[config.mk]
export PLATFORM = sky130hd
export DESIGN_NAME = ddr3_wr_control
export DESIGN_NICKNAME = d
export VERILOG_FILES = /design/src/rtl/ddr3_wr_pkg.sv /design/src/rtl/ddr3_wr_fifo.sv /design/src/rtl/ddr3_wr_control.sv
export SDC_FILE = /design/constraint.sdc
export NUM_CORES = 2
export LEC_CHECK = 0
export ABC_AREA = 1
export CAP_MARGIN = 10
export CORE_ASPECT_RATIO = 0.9
export CORE_MARGIN = 2
export CORE_UTILIZATION = 50
export DETAILED_ROUTE_END_ITERATION = 7
export PLACE_DENSITY = 0.76
export SYNTH_ARGS = -nofsm -noshare
export SYNTH_HDL_FRONTEND = slang
export SYNTH_SLANG_ARGS = --single-unit
[constraint.sdc]
create_clock -name adc_clk -period 9.8 [get_ports adc_clk]
set_clock_uncertainty 0.05 [all_clocks]
set_input_delay 0.98 -clock adc_clk [delete_from_list [all_inputs] [get_ports adc_clk]]
set_output_delay 0.98 -clock adc_clk [all_outputs]
set_load 0.03 [all_outputs]
[src/rtl/ddr3_wr_pkg.sv]
// Shared types for the DDR3 write path: FSM encoding, MIG command code, word width.
// Optional DDR3_WR_CHECKSUM_EN uses word_fold() for the running checksum.
package ddr3_wr_pkg;

  localparam int WORD_W = 128;
  localparam logic [2:0] APP_CMD_WR = 3'b000;

  typedef enum logic [1:0] {
    ST_IDLE,
    ST_STORE,
    ST_FLUSH,
    ST_DONE
  } wr_state_t;

  function automatic logic [31:0] word_fold(input logic [WORD_W-1:0] d);
    return d[127:96] ^ d[95:64] ^ d[63:32] ^ d[31:0];
  endfunction

endpackage

[src/rtl/ddr3_wr_fifo.sv]
// Synchronous first-word-fall-through FIFO; head word is valid whenever !empty.
// A pop in the same cycle frees a slot, so push on full+pop is accepted.
module ddr3_wr_fifo
  import ddr3_wr_pkg::*;
#(
  parameter int DEPTH = 16,
  parameter int W     = WORD_W,
  parameter int AW    = $clog2(DEPTH),
  parameter int CW    = AW + 1
) (
  input  logic          clk,
  input  logic          rst,
  input  logic          push,
  input  logic          pop,
  input  logic [W-1:0]  din,
  output logic [W-1:0]  dout,
  output logic          full,
  output logic          empty,
  output logic [CW-1:0] count
);

  logic [W-1:0]  mem [DEPTH];
  logic [AW-1:0] rd_ptr;
  logic [AW-1:0] wr_ptr;
  logic [CW-1:0] cnt;
  logic          do_push;
  logic          do_pop;

  assign empty   = (cnt == '0);
  assign full    = (cnt == CW'(DEPTH));
  assign count   = cnt;
  assign dout    = mem[rd_ptr];
  assign do_pop  = pop & ~empty;
  assign do_push = push & (~full | do_pop);

  always_ff @(posedge clk) begin
    if (rst) begin
      rd_ptr <= '0;
      wr_ptr <= '0;
      cnt    <= '0;
    end else begin
      if (do_push) wr_ptr <= wr_ptr + AW'(1);
      if (do_pop)  rd_ptr <= rd_ptr + AW'(1);
      unique case ({do_push, do_pop})
        2'b10:   cnt <= cnt + CW'(1);
        2'b01:   cnt <= cnt - CW'(1);
        default: cnt <= cnt;
      endcase
    end
  end

  always_ff @(posedge clk) begin
    if (do_push) mem[wr_ptr] <= din;
  end

endmodule

[src/rtl/ddr3_wr_control.sv]
// Buffers acquisition words and writes them to consecutive DDR3 addresses via MIG.
// `define DDR3_WR_CHECKSUM_EN adds the wr_checksum output.
module ddr3_wr_control
  import ddr3_wr_pkg::*;
#(
  parameter int              FIFO_DEPTH = 16,
  parameter int              ADDR_W     = 28,
  parameter int              ADDR_INC   = 8,
  parameter logic [ADDR_W-1:0] BASE_ADDR = '0
) (
  input  logic              adc_clk,
  input  logic              acq_reset,
  input  logic [127:0]      adc_acq_out_dat,
  input  logic              adc_acq_out_valid,
  input  logic              acq_done,
  input  logic              readout_done,
  input  logic              app_rdy,
  input  logic              app_wdf_rdy,
  output logic              app_en,
  output logic [2:0]        app_cmd,
  output logic [ADDR_W-1:0] app_addr,
  output logic [127:0]      app_wdf_data,
  output logic              app_wdf_wren,
  output logic              app_wdf_end,
  output logic              ddr3_wr_done,
  output logic [23:0]       words_written,
`ifdef DDR3_WR_CHECKSUM_EN
  output logic [31:0]       wr_checksum,
`endif
  output logic              fifo_overflow,
  output logic              addr_wrap
);

  localparam int CW = $clog2(FIFO_DEPTH) + 1;

  wr_state_t         state_q;
  wr_state_t         state_d;
  logic              xfer_q;
  logic              cmd_ok_q;
  logic              dat_ok_q;
  logic              commit;
  logic              push_req;
  logic              push_ok;
  logic              rearm;
  logic              fifo_full;
  logic              fifo_empty;
  logic [CW-1:0]     fifo_count;
  logic [127:0]      head;
  logic [ADDR_W-1:0] addr_q;
  logic [ADDR_W:0]   addr_sum;
  logic [23:0]       words_q;
  logic              ovf_q;
  logic              wrap_q;

  assign commit   = xfer_q & (cmd_ok_q | app_rdy)
                  & (dat_ok_q | app_wdf_rdy);
  assign push_req = adc_acq_out_valid & (state_q != ST_DONE);
  assign push_ok  = push_req & (~fifo_full | commit);
  assign rearm    = (state_q == ST_DONE) & readout_done;
  assign addr_sum = {1'b0, addr_q} + (ADDR_W+1)'(ADDR_INC);

  ddr3_wr_fifo #(
    .DEPTH (FIFO_DEPTH),
    .W     (WORD_W)
  ) u_fifo (
    .clk   (adc_clk),
    .rst   (acq_reset),
    .push  (push_req),
    .pop   (commit),
    .din   (adc_acq_out_dat),
    .dout  (head),
    .full  (fifo_full),
    .empty (fifo_empty),
    .count (fifo_count)
  );

  always_ff @(posedge adc_clk) begin
    if (acq_reset) state_q <= ST_IDLE;
    else           state_q <= state_d;
  end

  always_comb begin
    state_d = state_q;
    unique case (state_q)
      ST_IDLE: begin
        if (adc_acq_out_valid)          state_d = ST_STORE;
        else if (acq_done & fifo_empty) state_d = ST_DONE;
      end
      ST_STORE: if (acq_done) state_d = ST_FLUSH;
      ST_FLUSH: begin
        if (fifo_empty & ~xfer_q & ~push_ok) state_d = ST_DONE;
      end
      ST_DONE:  if (readout_done) state_d = ST_IDLE;
      default:  state_d = ST_IDLE;
    endcase
  end

  // Command and data halves of a write may be accepted in different cycles.
  always_ff @(posedge adc_clk) begin
    if (acq_reset) begin
      xfer_q   <= 1'b0;
      cmd_ok_q <= 1'b0;
      dat_ok_q <= 1'b0;
    end else if (!xfer_q) begin
      xfer_q   <= ~fifo_empty;
      cmd_ok_q <= 1'b0;
      dat_ok_q <= 1'b0;
    end else if (commit) begin
      xfer_q   <= (fifo_count > CW'(1)) | push_ok;
      cmd_ok_q <= 1'b0;
      dat_ok_q <= 1'b0;
    end else begin
      cmd_ok_q <= cmd_ok_q | app_rdy;
      dat_ok_q <= dat_ok_q | app_wdf_rdy;
    end
  end

  always_ff @(posedge adc_clk) begin
    if (acq_reset || rearm) begin
      addr_q  <= BASE_ADDR;
      words_q <= '0;
      ovf_q   <= 1'b0;
      wrap_q  <= 1'b0;
    end else begin
      if (push_req && !push_ok) ovf_q <= 1'b1;
      if (commit) begin
        addr_q <= addr_sum[ADDR_W-1:0];
        if (addr_sum[ADDR_W]) wrap_q <= 1'b1;
        if (words_q != '1) words_q <= words_q + 24'd1;
      end
    end
  end

`ifdef DDR3_WR_CHECKSUM_EN
  logic [31:0] sum_q;

  always_ff @(posedge adc_clk) begin
    if (acq_reset || rearm)
      sum_q <= '0;
    else if (commit && state_q != ST_DONE)
      sum_q <= sum_q + word_fold(head);
  end

  assign wr_checksum = sum_q;
`endif

  assign app_en        = xfer_q & ~cmd_ok_q;
  assign app_wdf_wren  = xfer_q & ~dat_ok_q;
  assign app_wdf_end   = app_wdf_wren;
  assign app_cmd       = APP_CMD_WR;
  assign app_addr      = addr_q;
  assign app_wdf_data  = xfer_q ? head : '0;
  assign ddr3_wr_done  = (state_q == ST_DONE);
  assign words_written = words_q;
  assign fifo_overflow = ovf_q;
  assign addr_wrap     = wrap_q;

endmodule

; After elaboration in Yosys (flattened, before gate mapping)
; Memories as Yosys holds them, arrays and structs flattened. A register that Yosys moved wholly into a read port is not among the register bits.
; Index checks and enable logic that the tools add are counted.
[word_totals]
inputBits = 135
reg_bits = 72
mem_count = 1
mem_bits_rw = 2048
out_inout_bits = 189
[mem_list]
columns = name, words, word_bits, read_ports, rd_ports_with_merged_regs, write_ports, line
row1 = u_fifo.mem, 16, 128, 1, 1, 1, ddr3_wr_fifo.sv:22  ; logic [W-1:0] mem [DEPTH];
[classes]
muxes = 14
bitwise_logic = 23
n_lt_le_gt_ge = 1
n_addsub = 6
reduce_logical = 10
n_eq_ne = 12
[op_table]
columns = op, count
row1 = 2-to-1 mux 128 bit, 1
row2 = adder 28 x 4 -> 29 bit (second input constant), 1
row3 = adder 24 x 1 -> 24 bit (second input constant), 1
row4 = != test 24 bit (second input constant), 1
row5 = bitwise AND 1 bit, 12
row6 = 2-to-1 mux 2 bit, 5
row7 = one-hot mux 5 bit (2 select lines), 1
row8 = adder 4 x 1 -> 4 bit (second input constant), 2
row9 = 2-to-1 mux 4 bit, 2
row10 = != test 2 bit (second input constant), 4
row11 = one-hot mux 2 bit (4 select lines), 1
row12 = equality test 2 bit (second input constant), 3
row13 = inverter 1 bit, 6
row14 = adder 5 x 1 -> 5 bit (second input constant), 1
row15 = equality test 5 bit (second input constant), 1
row16 = > comparator 5 x 1 -> 1 bit (second input constant), 1
row17 = logical NOT 5 bit, 1
row18 = OR 1 bit, 5
row19 = subtractor 5 x 1 -> 5 bit (second input constant), 1
row20 = equality test 2 x 1 -> 1 bit (second input constant), 2
row21 = 2-to-1 mux 1 bit, 4
row22 = AND reduction 2 bit, 2
row23 = AND reduction 4 bit, 1
row24 = != test 3 bit (second input constant), 1
row25 = other kinds (6), 6

; Logic depth before layout (Yosys ltp)
[logic_depth]
depth_word = 9
mapped_depth = 13
mapped_depth_nobuf = 13

; Modules after synthesis
; A second synthesis with hierarchy kept.
[unflattened]
hier_cells = 6874
area_unflattened_um2 = 85349.4
[by_module_without_submodules]
columns = mod, seq_area_each_um2, cells_per_inst, area_each_um2, instances
row1 = ddr3_wr_fifo, 61839.3, 6058, 80825.0, 1
row2 = ddr3_wr_control, 1121.1, 816, 4524.3, 1

; Worst setup path before layout
; No wires, ideal clock.
[synth_timing]
kind = input -> register
startpoint = input port app_wdf_rdy
endpoint = memory u_fifo.mem[11][0] (netlist bit), enable pin
arrival_time_ns = 7.065
path_slack_ns = 2.068
path_buffers = 0
setup_ns = 0.617
stages = 8
path_cell_list = inv_1 > nand2_1 > nand3_2 > nand2_1 > nand2_1 > inv_1 > nand2_1 > nor2_1
[synth_between]
elab_chain_cells = 7
[synth_lines]
columns = element, line
row1 = "start, declared", ddr3_wr_control.sv:18  ; input logic app_wdf_rdy,
row2 = OR 1 bit, ddr3_wr_control.sv:56  ; & (dat_ok_q | app_wdf_rdy);
row3 = bitwise AND 1 bit, ddr3_wr_control.sv:56
row4 = bitwise AND 1 bit, ddr3_wr_fifo.sv:33  ; assign do_pop = pop & ~empty;
row5 = OR 1 bit, ddr3_wr_fifo.sv:34  ; assign do_push = push & (~full | do_pop);
row6 = bitwise AND 1 bit, ddr3_wr_fifo.sv:34
row7 = 2-to-1 mux 1 bit, ddr3_wr_fifo.sv:53  ; if (do_push) mem[wr_ptr] <= din;
row8 = 2-to-1 mux 1 bit (not written as such), ddr3_wr_fifo.sv:53
row9 = "end, declared", ddr3_wr_fifo.sv:22
; No other way between the ends.

==> summary.txt <==
Latest clock arrival within the worst-skew pair = 0.82 ns
Worst path depth = 8
Post-route clock period utilization = 66.5%
Hold Crit Class = flip-flop to flip-flop
RSZ-0062 raised after global routing = false
CTS tree = done
CP delay by family, top = buffers and inverters
Post-CTS setup buffers = 0
FF-to-FF Start = xfer_q$_SDFF_PP0_
Top FF cell, synth = edfxtp_1
Hold Crit Start = addr_wrap$_SDFFE_PP0P_
Final hold viol count = 0
RePlAce Congestion = 0.859
Max-slew violations = 0
CTS Buffer Depth = 3
Status = complete, no violations
Pwr dens = 204 nW/um^2
Buffers plus inverters on the worst setup path = 4
Die area = 172000 um^2
Ys Warns = 0
Io pins = 324
Number of global-route vias before repair = 52600
Non-filler instance count after layout = 9160
Site Rows = 142
Grt total ovfl = 0
Fin nets = 6908
Tot GR Track Use = 24.8%
FMAX = 153 MHz
Worst-margin pin slew = 1.35 ns
Setup_tns = 0 ns
Routed wire length = 220000 um
Core ar. = 167000 um^2
Worst VDD drop = 162 uV
CTS-repair resized insts = 0
Post-synth EDFFs = 2048
Sequential standard cell area = 63000 um^2
CP endpoint kind = primary output
CP Data Required Time = 8.77 ns
Vias = 55400
Final Util = 57.1%
# H-tree levels = 4
Leakage = 0.0302 uW
Ratio of cells with drive above 1 in the final layout = 5.22%
Clock-pin slew on the worst setup and hold paths = 0.06 ns
Root Buffer = clkbuf_16
Worst reg-to-reg path cell count = 8
Layout fillers = 12900
DRC errors left = 0
Starting Density = 50.5%
Largest area contributor in the netlist = edfxtp_1
Final setup violation count = 0
Headroom to the max-slew limit = 9.90%
Cts bufs inserted = 199
Critical Path Slowest Stage Cell = clkdlybuf4s50_1
Area grow syn2layout = 13.1%
Initial antenna violation count = 40
Sink Count = 2121
Die span in y = 394 um
Detail Route Antenna Nets = 0
Max stage delay on crit path = 0.77 ns
Synth top area share = 72.9%
Distinct cells, synth = 38
Ranking of synthesized cells by area = edfxtp_1 (73%), nor2_1 (7.4%), o211ai_1 (4.6%), o21ai_0 (4.4%), o21ai_1 (1.8%)
Footprint of the multi-input gates = 19200 um^2
Min Hold Slack = 0.404 ns
Die Wd = 437 um
DP HPWL = 105000 um
Cells after Synth = 6621
CP dominant cell by count = buf_4
Post-synthesis register bit count = 2121
Period minus WS final = 6.52 ns
Ys async rst share = 0%
Synthesized cell area = 84400 um^2
Tot Pwr = 19500 uW
CP Cell Sequence = buf_4 -> buf_12 -> buf_4 -> o21ai_0 -> o211ai_1 -> nand3_1 -> a21oi_1 -> clkdlybuf4s50_1
Worst EP arrival = 5.49 ns
Placed cell count = 8787
CP max FO = 196
Hold_buf cts = 0
First-pass GRT wire length = 327000 um
Commonest non-fill, non-tap cell in the layout = edfxtp_1
Vias per cell = 6.04
CP Class = flip-flop to primary output
Routed WL per cell = 24.0 um
Sequential share of the synthesized area = 74.6%
PortBufs = 317
CP Launch Type = flip-flop
Pin count of the biggest net entering global routing = 261
Most frequent cells in the layout = edfxtp_1 (2048), nor2_1 (1639), o21ai_0 (739)
DR iter-0 viols = 7566
Hold path cells = 2
Max-cap check violation count = 0
Syn Area/Cell = 12.7 um^2
Drt pass-1 iters = 6
worst min-delay path: stages, from the launching register on:
cell     delay, ns
dfxtp_1       0.31
inv_1         0.05
a21oi_1       0.05
power by group:
group | switching [uW] | leakage (uW) | total (uW) | internal (uW)
logic | 1390 | 0.00812 | 1960 | 563
clock network | 3340 | 0.00300 | 7320 | 3980
registers | 62.0 | 0.0191 | 10200 | 10200
worst paths after layout:
check | to | slack, ns
worst max-delay path | app_wdf_data[31] | 3.28
worst min-delay path | addr_wrap$_SDFFE_PP0P_ | 0.40
worst max register to register | u_fifo.mem[1][69]$_DFFE_PP_ | 5.65
worst min register to register | addr_wrap$_SDFFE_PP0P_ | 0.40
kinds of logic (layout without fill, tap and decap cells):
group	count (synthesis)	count (layout)	share of synthesized area [%]
XOR/XNOR	14	14	0.145
AO/OA/AOI/OAI	1742	1742	11.9
flip-flops	2121	2121	74.6
AND/OR/NAND/NOR	2193	2193	10.3
buffers and inverters	533	820	2.78
adder cells (fa/ha/maj)	17	17	0.252
other	1	21	0.00445
synth_stat cells (all sizes together), types with 5 or more instances:
master	instances
clkbuf	287
nor3	8
edfxtp	2048
xor2	9
nand3b	11
buf	171
o211ai	513
ha	17
dfxtp	73
xnor2	5
o21ai	1044
nand4	10
inv	73
a21oi	178
nor2	1656
nand3	279
nand2	220
routing by layer:
metal | vias to the layer above | GRT usage [%] | wire length, um
met5 | - | 0 | 196
met4 | 30 | 9.69 | 7340
met3 | 435 | 4.40 | 21200
met2 | 3065 | 39.8 | 105000
met1 | 27300 | 33.8 | 86000
li1 | 24500 | - | -
sequential cells by signal, summed over array words and instances (netlist names), named ones only:
name / flops
fifo_overflow: 1
app_addr: 25
xfer_q: 1
words_written: 24
u_fifo.mem: 2048
u_fifo.wr_ptr: 4
state_q: 2
u_fifo.count: 5
dat_ok_q: 1
u_fifo.rd_ptr: 4
addr_wrap: 1
cmd_ok_q: 1
cell type report:
type | count | share of cell area (%)
antenna | 15 | 0.0393
clock buffer | 251 | 5.47
clock inverter | 107 | 1.01
inverter | 75 | 0.338
multi-input combinational | 3972 | 20.1
sequential | 2121 | 66.0
tap | 2232 | 2.93
timing repair buffer | 387 | 4.12
per-stage QoR:
stage               area (um^2)  worst slack, ns
floorplan                 84400             2.07
global placement          89200             4.27
detailed placement        89200             4.24
CTS                       95400             3.34
global route              95400             3.10
finish                    95400             3.28
No activity file was read; power rests on OpenSTA's default activity.
